<file path="config.mk">
export PLATFORM = sky130hd
export DESIGN_NAME = vga_pattern_gen
export DESIGN_NICKNAME = d
export VERILOG_FILES = /design/src/rtl/vga_pkg.sv /design/src/rtl/btn_debounce.sv /design/src/rtl/vga_pattern_gen.sv
export SDC_FILE = /design/constraint.sdc
export NUM_CORES = 1
export LEC_CHECK = 0
export CORE_MARGIN = 2
export CORE_UTILIZATION = 33
export DETAILED_ROUTE_END_ITERATION = 6
export GPL_TIMING_DRIVEN = 0
export PLACE_DENSITY_LB_ADDON = 0.1
export SYNTH_ARGS = -nofsm -noshare
export SYNTH_HDL_FRONTEND = slang
export SYNTH_SLANG_ARGS = --single-unit
export TNS_END_PERCENT = 10
</file>
<file path="constraint.sdc">
create_clock -name pixel_clk -period 4.1 [get_ports pixel_clk]
set_input_delay 0.41 -clock pixel_clk [delete_from_list [all_inputs] [get_ports pixel_clk]]
set_output_delay 0.41 -clock pixel_clk [all_outputs]
set_load 0.02 [all_outputs]
</file>
<file path="src/rtl/vga_pkg.sv">
// Shared 640x480@60 timing constants, pattern encoding and colour helpers for the VGA pixel path.
package vga_pkg;

  localparam int H_TOTAL      = 800;
  localparam int V_TOTAL      = 525;
  localparam int H_SYNC_LEN   = 96;
  localparam int H_BACK_PORCH = 48;
  localparam int V_SYNC_LEN   = 2;
  localparam int V_BACK_PORCH = 33;
  localparam int H_VIS        = 640;
  localparam int V_VIS        = 480;
  localparam int H_VIS_START  = H_SYNC_LEN + H_BACK_PORCH;
  localparam int V_VIS_START  = V_SYNC_LEN + V_BACK_PORCH;

  localparam int COLOR_W   = 4;
  localparam int BAR_LEN   = 16;
  localparam int BAR_STEP  = 4;
  localparam int BAR_X_MAX = H_VIS - BAR_STEP;

  typedef enum logic [1:0] {
    PAT_BARS    = 2'd0,
    PAT_CHECKER = 2'd1,
    PAT_GRAD    = 2'd2,
    PAT_BAR     = 2'd3
  } pattern_e;

  typedef struct packed {
    logic [COLOR_W-1:0] r;
    logic [COLOR_W-1:0] g;
    logic [COLOR_W-1:0] b;
  } rgb_t;

  // Expand a {r,g,b} on/off mask into full-scale channels.
  function automatic rgb_t rgb_from_mask(input logic [2:0] m);
    rgb_t c;
    c.r = {COLOR_W{m[2]}};
    c.g = {COLOR_W{m[1]}};
    c.b = {COLOR_W{m[0]}};
    return c;
  endfunction

endpackage

</file>
<file path="src/rtl/btn_debounce.sv">
// Pushbutton conditioner: 2-FF synchroniser, stable-level debouncer and a one-cycle press pulse.
module btn_debounce #(
  parameter int CYCLES     = 250000,
  parameter bit ACTIVE_LOW = 1'b1
) (
  input  logic pixel_clk,
  input  logic rst_n,
  input  logic btn,
  output logic press
);

  localparam int CNT_W = $clog2(CYCLES + 1);

  // Synchroniser holds the "pressed" polarity so a cleared register means released.
  logic [1:0]       sync_reg;
  logic             level_reg;
  logic [CNT_W-1:0] count_reg;
  logic             press_reg;

  always_ff @(posedge pixel_clk) begin
    if (!rst_n) begin
      sync_reg  <= '0;
      level_reg <= 1'b0;
      count_reg <= '0;
      press_reg <= 1'b0;
    end else begin
      sync_reg  <= {sync_reg[0], btn ^ ACTIVE_LOW};
      press_reg <= 1'b0;
      if (sync_reg[1] == level_reg) begin
        count_reg <= '0;
      end else if (count_reg == CNT_W'(CYCLES - 1)) begin
        count_reg <= '0;
        level_reg <= sync_reg[1];
        press_reg <= sync_reg[1];
      end else begin
        count_reg <= count_reg + 1'b1;
      end
    end
  end

  assign press = press_reg;

endmodule

</file>
<file path="src/rtl/vga_pattern_gen.sv">
// Two-stage pixel pipeline after the VGA timing counter: four selectable test patterns,
// syncs and DE delayed to match, mode changes deferred to frame start.
module vga_pattern_gen
  import vga_pkg::*;
#(
  parameter int H_ACTIVE_START  = H_VIS_START,
  parameter int V_ACTIVE_START  = V_VIS_START,
  parameter int H_ACTIVE        = H_VIS,
  parameter int V_ACTIVE        = V_VIS,
  parameter int DEBOUNCE_CYCLES = 250000,
  parameter bit BTN_ACTIVE_LOW  = 1'b1
) (
  input  logic               pixel_clk,
  input  logic               rst_n,
  input  logic [9:0]         h_counter,
  input  logic [9:0]         v_counter,
  input  logic               h_sync_in,
  input  logic               v_sync_in,
  input  logic               btn,
  output logic [COLOR_W-1:0] red,
  output logic [COLOR_W-1:0] green,
  output logic [COLOR_W-1:0] blue,
  output logic               h_sync_out,
  output logic               v_sync_out,
  output logic               de_out,
  output logic [1:0]         mode
);

  localparam int BAR_W = H_ACTIVE / 8;

  logic press;

  btn_debounce #(
    .CYCLES    (DEBOUNCE_CYCLES),
    .ACTIVE_LOW(BTN_ACTIVE_LOW)
  ) u_btn_debounce (
    .pixel_clk(pixel_clk),
    .rst_n    (rst_n),
    .btn      (btn),
    .press    (press)
  );

  // Mode, pending press and moving-bar position only change at frame start.
  logic     frame_start;
  pattern_e mode_reg;
  logic     pending_reg;
  logic [9:0] bar_x_reg;

  assign frame_start = (h_counter == 10'd0) && (v_counter == 10'd0);

  always_ff @(posedge pixel_clk) begin
    if (!rst_n) begin
      mode_reg    <= PAT_BARS;
      pending_reg <= 1'b0;
      bar_x_reg   <= '0;
    end else if (frame_start) begin
      if (pending_reg) mode_reg <= pattern_e'(mode_reg + 2'd1);
      pending_reg <= press;
      bar_x_reg   <= (bar_x_reg >= 10'(BAR_X_MAX)) ? 10'd0 : bar_x_reg + 10'(BAR_STEP);
    end else if (press) begin
      pending_reg <= 1'b1;
    end
  end

  assign mode = mode_reg;

  // Stage 1: visibility, pixel coordinates, syncs and the per-frame pattern state.
  logic       active_next;
  logic       active_reg;
  logic [9:0] x_reg;
  logic [3:0] y_blk_reg;
  logic       hs1_reg;
  logic       vs1_reg;
  pattern_e   mode1_reg;
  logic [9:0] bar1_reg;

  assign active_next = (h_counter >= 10'(H_ACTIVE_START)) &&
                       (h_counter <  10'(H_ACTIVE_START + H_ACTIVE)) &&
                       (v_counter >= 10'(V_ACTIVE_START)) &&
                       (v_counter <  10'(V_ACTIVE_START + V_ACTIVE));

  always_ff @(posedge pixel_clk) begin
    if (!rst_n) begin
      active_reg <= 1'b0;
      x_reg      <= '0;
      y_blk_reg  <= '0;
      hs1_reg    <= 1'b0;
      vs1_reg    <= 1'b0;
      mode1_reg  <= PAT_BARS;
      bar1_reg   <= '0;
    end else begin
      active_reg <= active_next;
      x_reg      <= h_counter - 10'(H_ACTIVE_START);
      // Only y[8:5] feeds any pattern (32-line blocks).
      y_blk_reg  <= 4'((v_counter - 10'(V_ACTIVE_START)) >> 5);
      hs1_reg    <= h_sync_in;
      vs1_reg    <= v_sync_in;
      mode1_reg  <= mode_reg;
      bar1_reg   <= bar_x_reg;
    end
  end

  // Bar index = number of 80-pixel boundaries already passed.
  logic [6:0] bar_edge;
  logic [2:0] bar_idx;

  genvar gi;
  generate
    for (gi = 0; gi < 7; gi++) begin : g_bar_edge
      assign bar_edge[gi] = (x_reg >= 10'((gi + 1) * BAR_W));
    end
  endgenerate

  assign bar_idx = 3'($countones(bar_edge));

  // x never exceeds 639 while active, so the right-edge clamp is implicit.
  logic in_bar;
  assign in_bar = ({1'b0, x_reg} >= {1'b0, bar1_reg}) &&
                  ({1'b0, x_reg} <= {1'b0, bar1_reg} + 11'(BAR_LEN - 1));

  rgb_t color_next;

  always_comb begin
    color_next = '0;
    case (mode1_reg)
      PAT_BARS:    color_next = rgb_from_mask({~bar_idx[1], ~bar_idx[2], ~bar_idx[0]});
      PAT_CHECKER: color_next = rgb_from_mask({3{x_reg[5] ^ y_blk_reg[0]}});
      PAT_GRAD: begin
        color_next.r = x_reg[9:6];
        color_next.g = y_blk_reg;
      end
      PAT_BAR:     color_next = in_bar ? rgb_from_mask(3'b111) : rgb_from_mask(3'b001);
      default:     color_next = '0;
    endcase
    if (!active_reg) color_next = '0;
  end

  // Stage 2: output registers.
  rgb_t color_reg;
  logic hs2_reg;
  logic vs2_reg;
  logic de_reg;

  always_ff @(posedge pixel_clk) begin
    if (!rst_n) begin
      color_reg <= '0;
      hs2_reg   <= 1'b0;
      vs2_reg   <= 1'b0;
      de_reg    <= 1'b0;
    end else begin
      color_reg <= color_next;
      hs2_reg   <= hs1_reg;
      vs2_reg   <= vs1_reg;
      de_reg    <= active_reg;
    end
  end

  assign red        = color_reg.r;
  assign green      = color_reg.g;
  assign blue       = color_reg.b;
  assign h_sync_out = hs2_reg;
  assign v_sync_out = vs2_reg;
  assign de_out     = de_reg;

endmodule

</file>
Word level (Yosys, flattened, before mapping):

Index checks and enable logic that the tools add are counted.

* input bits: 25
* output and inout bits: 17
* word-level logic and storage cells: 79
* flip-flop bits (word level): 79

* $lt $le $gt $ge: 14
* eq/ne operators: 5
* bitwise logic cells: 8
* reductions and logical operators: 14
* add/subtract/negate cells: 12
* mux-type cells: 6

Operators with widths (count)
* $pmux 8 s4: 1
* $ge 10x8->1 const B: 3
* $ge 10x9->1 const B: 3
* $ge 10x10->1 const B: 2
* $logic_not 10->1: 2
* $lt 10x10->1 const B: 2
* $add 18x1->18 const B: 1
* $eq 18x18->1 const B: 1
* $mux 12: 1
* $pmux 4 s3: 1
* $add 10x4->11 const B: 1
* $le 10x11->1: 1
* $add 10x3->10 const B: 1
* $ge 10x10->1: 1
* $ge 10x6->1 const B: 1
* $ge 10x7->1 const B: 1
* $mux 10: 1
* $sub 10x8->10 const B: 1
* $sub 9x6->9 const B: 1
* $not 1->1: 7
* $add 1x1->2: 3
* $reduce_and 2->1: 3
* $reduce_or 3->1: 2
* $logic_and 1x1->1: 5
* 11 further kinds: 13

Depth between registers and ports, before layout:

Gate-level depths: netlist of run 1.

* depth after elaboration: 6
* depth in mapped cells: 11
* depth with buffers taken out: 11

Modules after synthesis:

Synthesis of run 1 repeated with hierarchy kept, for this count alone.

* cells, all modules: 387
* area total of the unflattened synthesis: 3569.7 µm²

Modules (own cells, without submodules)
* vga_pattern_gen: area each 2596.2 µm², times used 1, cells each 280, sequential area each 1001.0 µm²
* btn_debounce: area each 973.4 µm², times used 1, cells each 107, sequential area each 440.4 µm²

Worst setup path after synthesis of run 1:

No wires, ideal clock.

* path kind: register to register
* from: register x_reg[5]
* to: register color_reg (netlist bit red[0])
* clock period less this slack: 3078 ps
* required time: 3966 ps
* cell stages (with the launch flop): 11
* setup time: 134 ps
* data arrival time: 2944 ps
* path buffers: 0
* setup slack: 1022 ps
* cell sequence: dfxtp_1 o21ai_0 nand3b_1 fa_1 inv_1 fa_1 fa_1 fa_1 o21a_1 a21oi_1 o21ai_1

* longest elaborated chain between the ends: 6
* elaborated cells between the ends (all ways): 20
* classes of those cells: add/sub: 6; order compare: 9; mux: 2; bitwise: 2; reduce/logical: 1

RTL lines
* from (decl): line vga_pattern_gen.sv:70 `logic [9:0] x_reg;`
* from (signal assigned): line vga_pattern_gen.sv:93 `x_reg <= h_counter - 10'(H_ACTIVE_START);`
* $ge 10x7->1, or another cell as far along: line vga_pattern_gen.sv:110 `assign bar_edge[gi] = (x_reg >= 10'((gi + 1) * BAR_W));`
* $add 1x1->2 (implied by the code): line vga_pattern_gen.sv:114 `assign bar_idx = 3'($countones(bar_edge));`
* $add 2x2->3 (implied by the code) / $add 2x1->3 (equally long branches): line vga_pattern_gen.sv:114
* $add 3x3->3 (implied by the code): line vga_pattern_gen.sv:114
* $not 1->1: line vga_pattern_gen.sv:126 `PAT_BARS: color_next = rgb_from_mask({~bar_idx[1], ~bar_idx[2], ~bar_idx[0]});`
* $pmux 8 s4 *: line vga_pattern_gen.sv:125 `case (mode1_reg)`
* to (signal assigned): line vga_pattern_gen.sv:151 `color_reg <= color_next;`
* to (decl): line vga_pattern_gen.sv:139 `rgb_t color_reg;`

Every way passes the cells marked *; elsewhere a longest branch is shown, timed or not.
A chain may end at the register's enable or synchronous reset.

Worst setup path in the final report of run 1:

* from: register x_reg[5]
* to: register color_reg (netlist bit red[1])

The elaborated chain is that of the path after synthesis.

==> results.yml, run 1 <==
synth:
  synth_mux_area_share_pct: 0.605
  post_synth.cell_area_avg_sq_um: 9.15
  synth.yosys.seq_area_share_pct: 41.0
  yosys.area_share.adder_pct: 10.8
  synth.distinct_cells: 54
  cell_area_synth_sq_mm: 0.00351
  synth_flop_cell: "sky130_fd_sc_hd__dfxtp_1"
  synth-edff-count: 0
  synthSimpleGateAreaFrac_pct: 23.8
  synth_warnings: 0
  synth_nets: 437
  synth_top_family_by_area: "simple AND/OR/NAND/NOR gates"
  yosys.area_share.xor_xnor_pct: 6.98
  async_reset_ff_share_pct: 0
  syn_inst: 384
  synth_compound_area_share_pct: 13.1
  synth-seq-cells: 72
clocking:
  cts_repair_resize_count: 0
  cts_htree_levels: 3
  clk_transition_reported_paths_ns: 0.08
  ctsLongestPathBuffers: 2
  numCtsBuffers: 9
  ctsRootBufferMaster: "sky130_fd_sc_hd__clkbuf_8"
  cts_tree: "yes"
  clock_sinks: 72
  insertion_delay_ns: 0.35
  post_cts.repair.setup_buffers: 0
  cts_hold_buf: 0
timing:
  timing.clock.skew_ns: 0.0141
  whs_ns: 0.436
  setup_violations: 0
  timing.slew.headroom_pct: 43.2
  timing.final.crit_share_pct: 81.0
  highest_clock_rate_ghz: 0.301
  drv_slew: 0
  tightest_slew_ns: 0.851
  grt_setup_unrepaired: "false"
  post-route-min-period_ns: 3.32
  fin_tns_setup_ns: 0
  hold_violations: 0
placement:
  placement.io_buffers: 41
  dp_hpwl_um: 5950
  place_congestion: 0.795
power:
  power.density_mw_per_mm2: 370
  power.ir.vdd_worst_v: 0.000165
  power_leakage_uw: 0.00159
  power.total_uw: 1610
routing:
  vias_per_cell: 4.78
  drt-total-wl_um: 7640
  route.detailed.wl_per_inst_um: 13.2
  antenna_left: 0
  drc: 0
  dr.pass1.iters: 4
  vias: 2757
  violation_count_after_the_first_detailed_routing_iteration: 61
worst_setup_path:
  timing.critical_path.arrival_ns: 3.53
  timing.critical_path.fanout_max: 9
  endpoint_kind: "register"
  worst_setup_path_start_kind: "register"
  timing.setup.critical_path_class: "reg -> reg"
  rrSetupSlack_ns: 0.78
  timing.critical_path.required_ns: 4.31
floorplanning:
  design.die.area_sq_mm: 0.0115
  chipHeight_um: 107
  die-width_um: 107
  fp.coreArea_sq_mm: 0.0103
  placementRows: 37
  floorplan.initialDensity_pct: 34.0
  floorplan.io_pins: 42
layout:
  most_common_cell_after_layout_fill_and_taps_aside: "sky130_fd_sc_hd__dfxtp_1"
  layout-area-overhead-vs-synth_pct: 23.6
  layout-drive-gt1-share_pct: 6.80
  nNetsFinal: 489
  layout.cells.most_common_list: "sky130_fd_sc_hd__dfxtp_1 (72), sky130_fd_sc_hd__nor2_1 (44), sky130_fd_sc_hd__clkdlybuf4s50_1 (41)"
  layout.area.seq_sq_mm: 0.00144
  area_taken_by_multi_input_logic_gates_sq_mm: 0.00195
  nFillCells: 1030
  largest_register_ff_count: 18
  num_antenna_cells: 0
run:
  max_cap_violations: 0
run_status:
  status: "complete, no violations"
grt:
  globalRoute.totalOverflow: 0
  grt_max_degree: 15
  antenna_found_initial: 0
  grt_util_all_layers_pct: 14.5
  first_global_vias: 2691
  grt_first_pass_wirelength_um: 13000
worst_hold_path:
  min_path_type: "reg -> reg"
## cell type report
cell class	instances	area share, %
buffer	11	1.35
multi-input combinational	283	44.8
tap	136	3.92
sequential	72	33.2
inverter	18	1.56
timing repair buffer	41	9.45
clock buffer	9	2.85
clock inverter	7	2.91
## metrics by stage
step | setup slack (ns) | instance area [sq um] | util [%] | instances
after global routing | 0.581 | 4340 | 42.1 | 577
after detailed placement | 0.760 | 4090 | 39.7 | 561
after floorplan | 1.02 | 3510 | - | 384
after global placement | 0.800 | 4090 | 39.7 | 561
final | 0.781 | 4340 | 42.1 | 577
after CTS | 0.748 | 4340 | 42.1 | 577
## report_power, final
group          internal (uW)  switching (uW)  total [uW]
logic                   90.0            89.0         179
clock network            411             286         697
registers                718            15.3         733
total                   1220             390        1610
## cells in the mapped netlist (all sizes together), types with 2 or more instances
cell type,count,area share (%)
a211o,2,0.50
nor3,12,2.0
nand3b,6,1.4
a211oi,4,0.85
inv,18,1.9
nand2b,5,0.89
fa,4,2.3
nor3b,2,0.43
xnor2,16,4.0
a21o,2,0.43
clkbuf,5,0.53
and3,2,0.36
ha,24,8.5
a21oi,15,2.1
o21ai,23,3.3
nor4b,2,0.50
nor2b,2,0.36
o21a,7,1.5
a31oi,2,0.36
or3,6,1.1
o41ai,2,0.93
nand4,5,0.89
buf,6,1.1
nand2,20,2.2
xor2,12,3.0
nor4,5,1.1
o211ai,2,0.43
and4,3,0.75
nand3,13,1.9
and2,24,4.3
o211a,2,0.57
nor2,44,4.7
dfxtp,72,41
## critical path, stage by stage (launching register included)
cell and delay (ns):
sky130_fd_sc_hd__dfxtp_1 0.42, sky130_fd_sc_hd__o21ai_0 0.21, sky130_fd_sc_hd__nand3b_1 0.12, sky130_fd_sc_hd__fa_1 0.55, sky130_fd_sc_hd__inv_1 0.06, sky130_fd_sc_hd__fa_1 0.50, sky130_fd_sc_hd__fa_1 0.44, sky130_fd_sc_hd__fa_1 0.45
sky130_fd_sc_hd__o21a_1 0.22, sky130_fd_sc_hd__a21oi_1 0.14, sky130_fd_sc_hd__o21ai_1 0.08
## routing by layer
metal  vias up  part of all wire [%]  track usage, %
li1       1444                     -               -
met1      1265                    51            19.4
met2        40                    45            22.9
met3         8                   3.2            3.28
met4         0                   1.4            5.29
met5         -                     0               0
## kinds of logic (layout without fill, tap and decap cells)
kind of cell	Yosys count	after routing
XOR/XNOR	28	28
multiplexers	2	2
AO/OA/AOI/OAI	70	70
AND/OR/NAND/NOR	155	155
adder cells (fa/ha/maj)	28	28
flip-flops	72	72
buffers and inverters	29	86
## path summary, 6_finish.rpt
| path | from | to | cells after the start |
|---|---|---|---|
| hold / removal | u_btn_debounce.sync_reg[0]$_SDFF_PN0_ | u_btn_debounce.sync_reg[1]$_SDFF_PN0_ | 1 |
| setup reg to reg | x_reg[5]$_SDFF_PN0_ | red[1]$_SDFF_PN0_ | 10 |
| setup / recovery | x_reg[5]$_SDFF_PN0_ | red[1]$_SDFF_PN0_ | 10 |
| hold reg to reg | u_btn_debounce.sync_reg[0]$_SDFF_PN0_ | u_btn_debounce.sync_reg[1]$_SDFF_PN0_ | 1 |
Note: power is estimated with default switching activity, not from simulation.
==> run 2, diff against run 1 <==
==> constraint.sdc (replaced) <==
create_clock -name pixel_clk -period 2.8 [get_ports pixel_clk]
set_input_delay 0.28 -clock pixel_clk [delete_from_list [all_inputs] [get_ports pixel_clk]]
set_output_delay 0.28 -clock pixel_clk [all_outputs]
set_load 0.02 [all_outputs]
==> run 2 against run 1 <==
Net effect: the flow now finishes with violations (negative setup slack); count of clock-buffer cells in the layout is 3 higher; sequential power is 46% higher; critical endpoint is now red[2]$_SDFF_PN0_; via count is 1.3% higher; combinational power is 56% higher; clock power is 51% higher; sequential share of layout area is 0.43 points lower; largest power group unchanged; critical path depth stayed put.
==> results.yml, run 2 (same netlist as run 1, synthesis figures left out) <==
clocking:
  cts_hold_buf: 0
  cts_tree: "yes"
  numCtsBuffers: 9
  clock_sinks: 72
  ctsRootBufferMaster: "sky130_fd_sc_hd__clkbuf_8"
  insertion_delay_ns: 0.33
  ctsLongestPathBuffers: 2
  cts_htree_levels: 3
  clk_transition_reported_paths_ns: 0.08
timing:
  timing.slew.headroom_pct: 36.7
  post-route-worst-setup-slack_ns: -0.135
  drv_slew: 0
  fin_tns_setup_ns: -0.539
  hold_violations: 0
  timing.final.crit_share_pct: 105
  highest_clock_rate_ghz: 0.341
  timing.clock.skew_ns: 0.00984
  whs_ns: 0.437
  setup_violations: 8
  grt_setup_unrepaired: "true"
  tightest_slew_ns: 0.947
  post-route-min-period_ns: 2.93
worst_hold_path:
  whs_path_depth: 1
  hold_path_startpoint: "hs1_reg$_SDFF_PN0_"
  hold_end: "h_sync_out$_SDFF_PN0_"
  min_path_type: "reg -> reg"
grt:
  grt_util_all_layers_pct: 15.1
  antenna_found_initial: 0
  grt_max_degree: 13
  globalRoute.totalOverflow: 0
  first_global_vias: 2781
  grt_first_pass_wirelength_um: 13700
layout:
  most_common_cell_after_layout_fill_and_taps_aside: "sky130_fd_sc_hd__dfxtp_1"
  layout.cells.most_common_list: "sky130_fd_sc_hd__dfxtp_1 (66), sky130_fd_sc_hd__nor2_1 (43), sky130_fd_sc_hd__clkdlybuf4s50_1 (41)"
  nNetsFinal: 494
  layout-drive-gt1-share_pct: 11.2
  layout.cells.non_filler: 582
  largest_register_ff_count: 18
  num_antenna_cells: 0
  layout-area-overhead-vs-synth_pct: 27.0
routing:
  route.detailed.wl_per_inst_um: 13.2
  vias_per_cell: 4.80
  drc: 0
  drt-total-wl_um: 7710
  antenna_left: 0
  dr.pass1.iters: 4
  vias: 2794
  violation_count_after_the_first_detailed_routing_iteration: 76
run_status:
  violations_in_the_final_reports: "negative setup slack"
  status: "complete, but fails checks"
power:
  power.total_uw: 2400
  power_leakage_uw: 0.00164
  power.ir.vdd_worst_v: 0.000232
  power.density_mw_per_mm2: 539
  combinational_fraction_of_design_power_pct: 11.6
  switching_share_pct: 22.4
  p_clk_share_pct: 43.8
  power.sequential.fraction_pct: 44.6
  netSwitchingPower_uw: 540
  cell_int_power_uw: 1860
placement:
  place_congestion: 0.812
  detailedPlace.worstSlack_ns: -0.250
  dp.cells: 561
  placement.io_buffers: 41
  dp_hpwl_um: 5850
floorplanning:
  die-width_um: 107
  placementRows: 37
  design.die.area_sq_mm: 0.0115
  chipHeight_um: 107
  fp.coreArea_sq_mm: 0.0103
  floorplan.io_pins: 42
  floorplan.initialDensity_pct: 34.0
worst_setup_path:
  timing.critical_path.arrival_ns: 3.15
  rrSetupSlack_ns: -0.13
  timing.setup.critical_path_class: "reg -> reg"
  reg2reg_depth: 10
  endpoint_kind: "register"
  biggest_cell_delay_along_the_critical_path_ns: 0.49
  worstSetupStartpoint: "x_reg[5]$_SDFF_PN0_"
  timing.critical_path.fanout_max: 9
  worst_r2r_startpoint: "x_reg[5]$_SDFF_PN0_"
  cp_slowest_cell: "sky130_fd_sc_hd__fa_1"
  worst_setup_path_start_kind: "register"
  timing.critical_path.required_ns: 3.01
  crit_chain: "o21ai_1 -> nand3b_1 -> fa_1 -> inv_1 -> fa_1 -> fa_2 -> fa_2 -> o21a_4 -> a21oi_1 -> o21ai_1"
  critical_path.reg2reg.endpoint: "red[2]$_SDFF_PN0_"
run:
  max_cap_violations: 0
==> run 2: cell types whose count changed in the layout (fill, tap and decap cells not counted), moves of 2 or more <==
cell and change:
sky130_fd_sc_hd__a21oi_1 -2, sky130_fd_sc_hd__fa_2 +2, sky130_fd_sc_hd__fa_1 -2, sky130_fd_sc_hd__o21ai_1 +2, sky130_fd_sc_hd__dfxtp_1 -6, sky130_fd_sc_hd__a21oi_2 +2
sky130_fd_sc_hd__o21ai_0 -3, sky130_fd_sc_hd__buf_4 +5, sky130_fd_sc_hd__dfxtp_4 +5
==> run 2: cell type report <==
| cell class | instances | area (sq um) |
|---|---|---|
| fill | 1036 | 5860 |
| multi-input combinational | 283 | 1990 |
| sequential | 72 | 1460 |
| timing repair buffer | 46 | 448 |
| tap | 136 | 170 |
| clock buffer | 12 | 166 |
| clock inverter | 4 | 96.3 |
| inverter | 18 | 67.6 |
| buffer | 11 | 58.8 |
==> run 2: how the worst max path moves through the flow <==
| stage | end | slack [ns] | cells after the start |
|---|---|---|---|
| 3_3_place_gp | red[3]$_SDFF_PN0_ | -0.22 | 10 |
| 2_1_floorplan | red[0]$_SDFF_PN0_ | -0.05 | 10 |
| 5_1_grt | red[1]$_SDFF_PN0_ | -0.25 | 10 |
| 6_report | red[2]$_SDFF_PN0_ | -0.13 | 10 |
| 4_1_cts | red[2]$_SDFF_PN0_ | -0.12 | 10 |
| 3_5_place_dp | red[3]$_SDFF_PN0_ | -0.25 | 10 |
==> run 2: routing by layer <==
layer  GRT usage (%)  vias up  share of wire (%)
li1                -     1454                  -
met4            5.10        0                1.2
met3            3.16        8                3.9
met2            24.1       46                 45
met5               0        -                  0
met1            20.1     1286                 50
==> run 2: metrics by stage <==
stage	area [sq um]	utilization [%]
3_3_place_gp	4120	39.9
4_1_cts	4440	43.0
6_report	4460	43.2
3_5_place_dp	4120	39.9
2_1_floorplan	3540	-
5_1_grt	4460	43.2
==> run 2: power groups by stage <==
| stage | combinational (uW) | sequential, uW | clock, uW |
|---|---|---|---|
| after detailed placement | 260 | 1100 | 0 |
| after CTS | 278 | 1070 | 1080 |
| after global routing | 318 | 1080 | 1120 |
| final | 280 | 1070 | 1050 |
| after floorplan | 141 | 1110 | 0 |
| after global placement | 260 | 1100 | 0 |
==> run 2: worst max-delay path: cells and delay by family (launching register included) <==
family                     cells  cell delay, ns
AOI/OAI and AO/OA              4            0.56
buffers and inverters          1            0.05
and+or+nand+nor                1            0.11
DFF                            1            0.39
adders and majority gates      4            1.71
==> run 2: repair_timing <==
action / 4_1_cts / 5_1_grt
gates resized for setup: 7 / 5
pin swaps: 1 / 0
endpoints found under the setup margin: 8 / 8
buffers inserted: 5 / 0
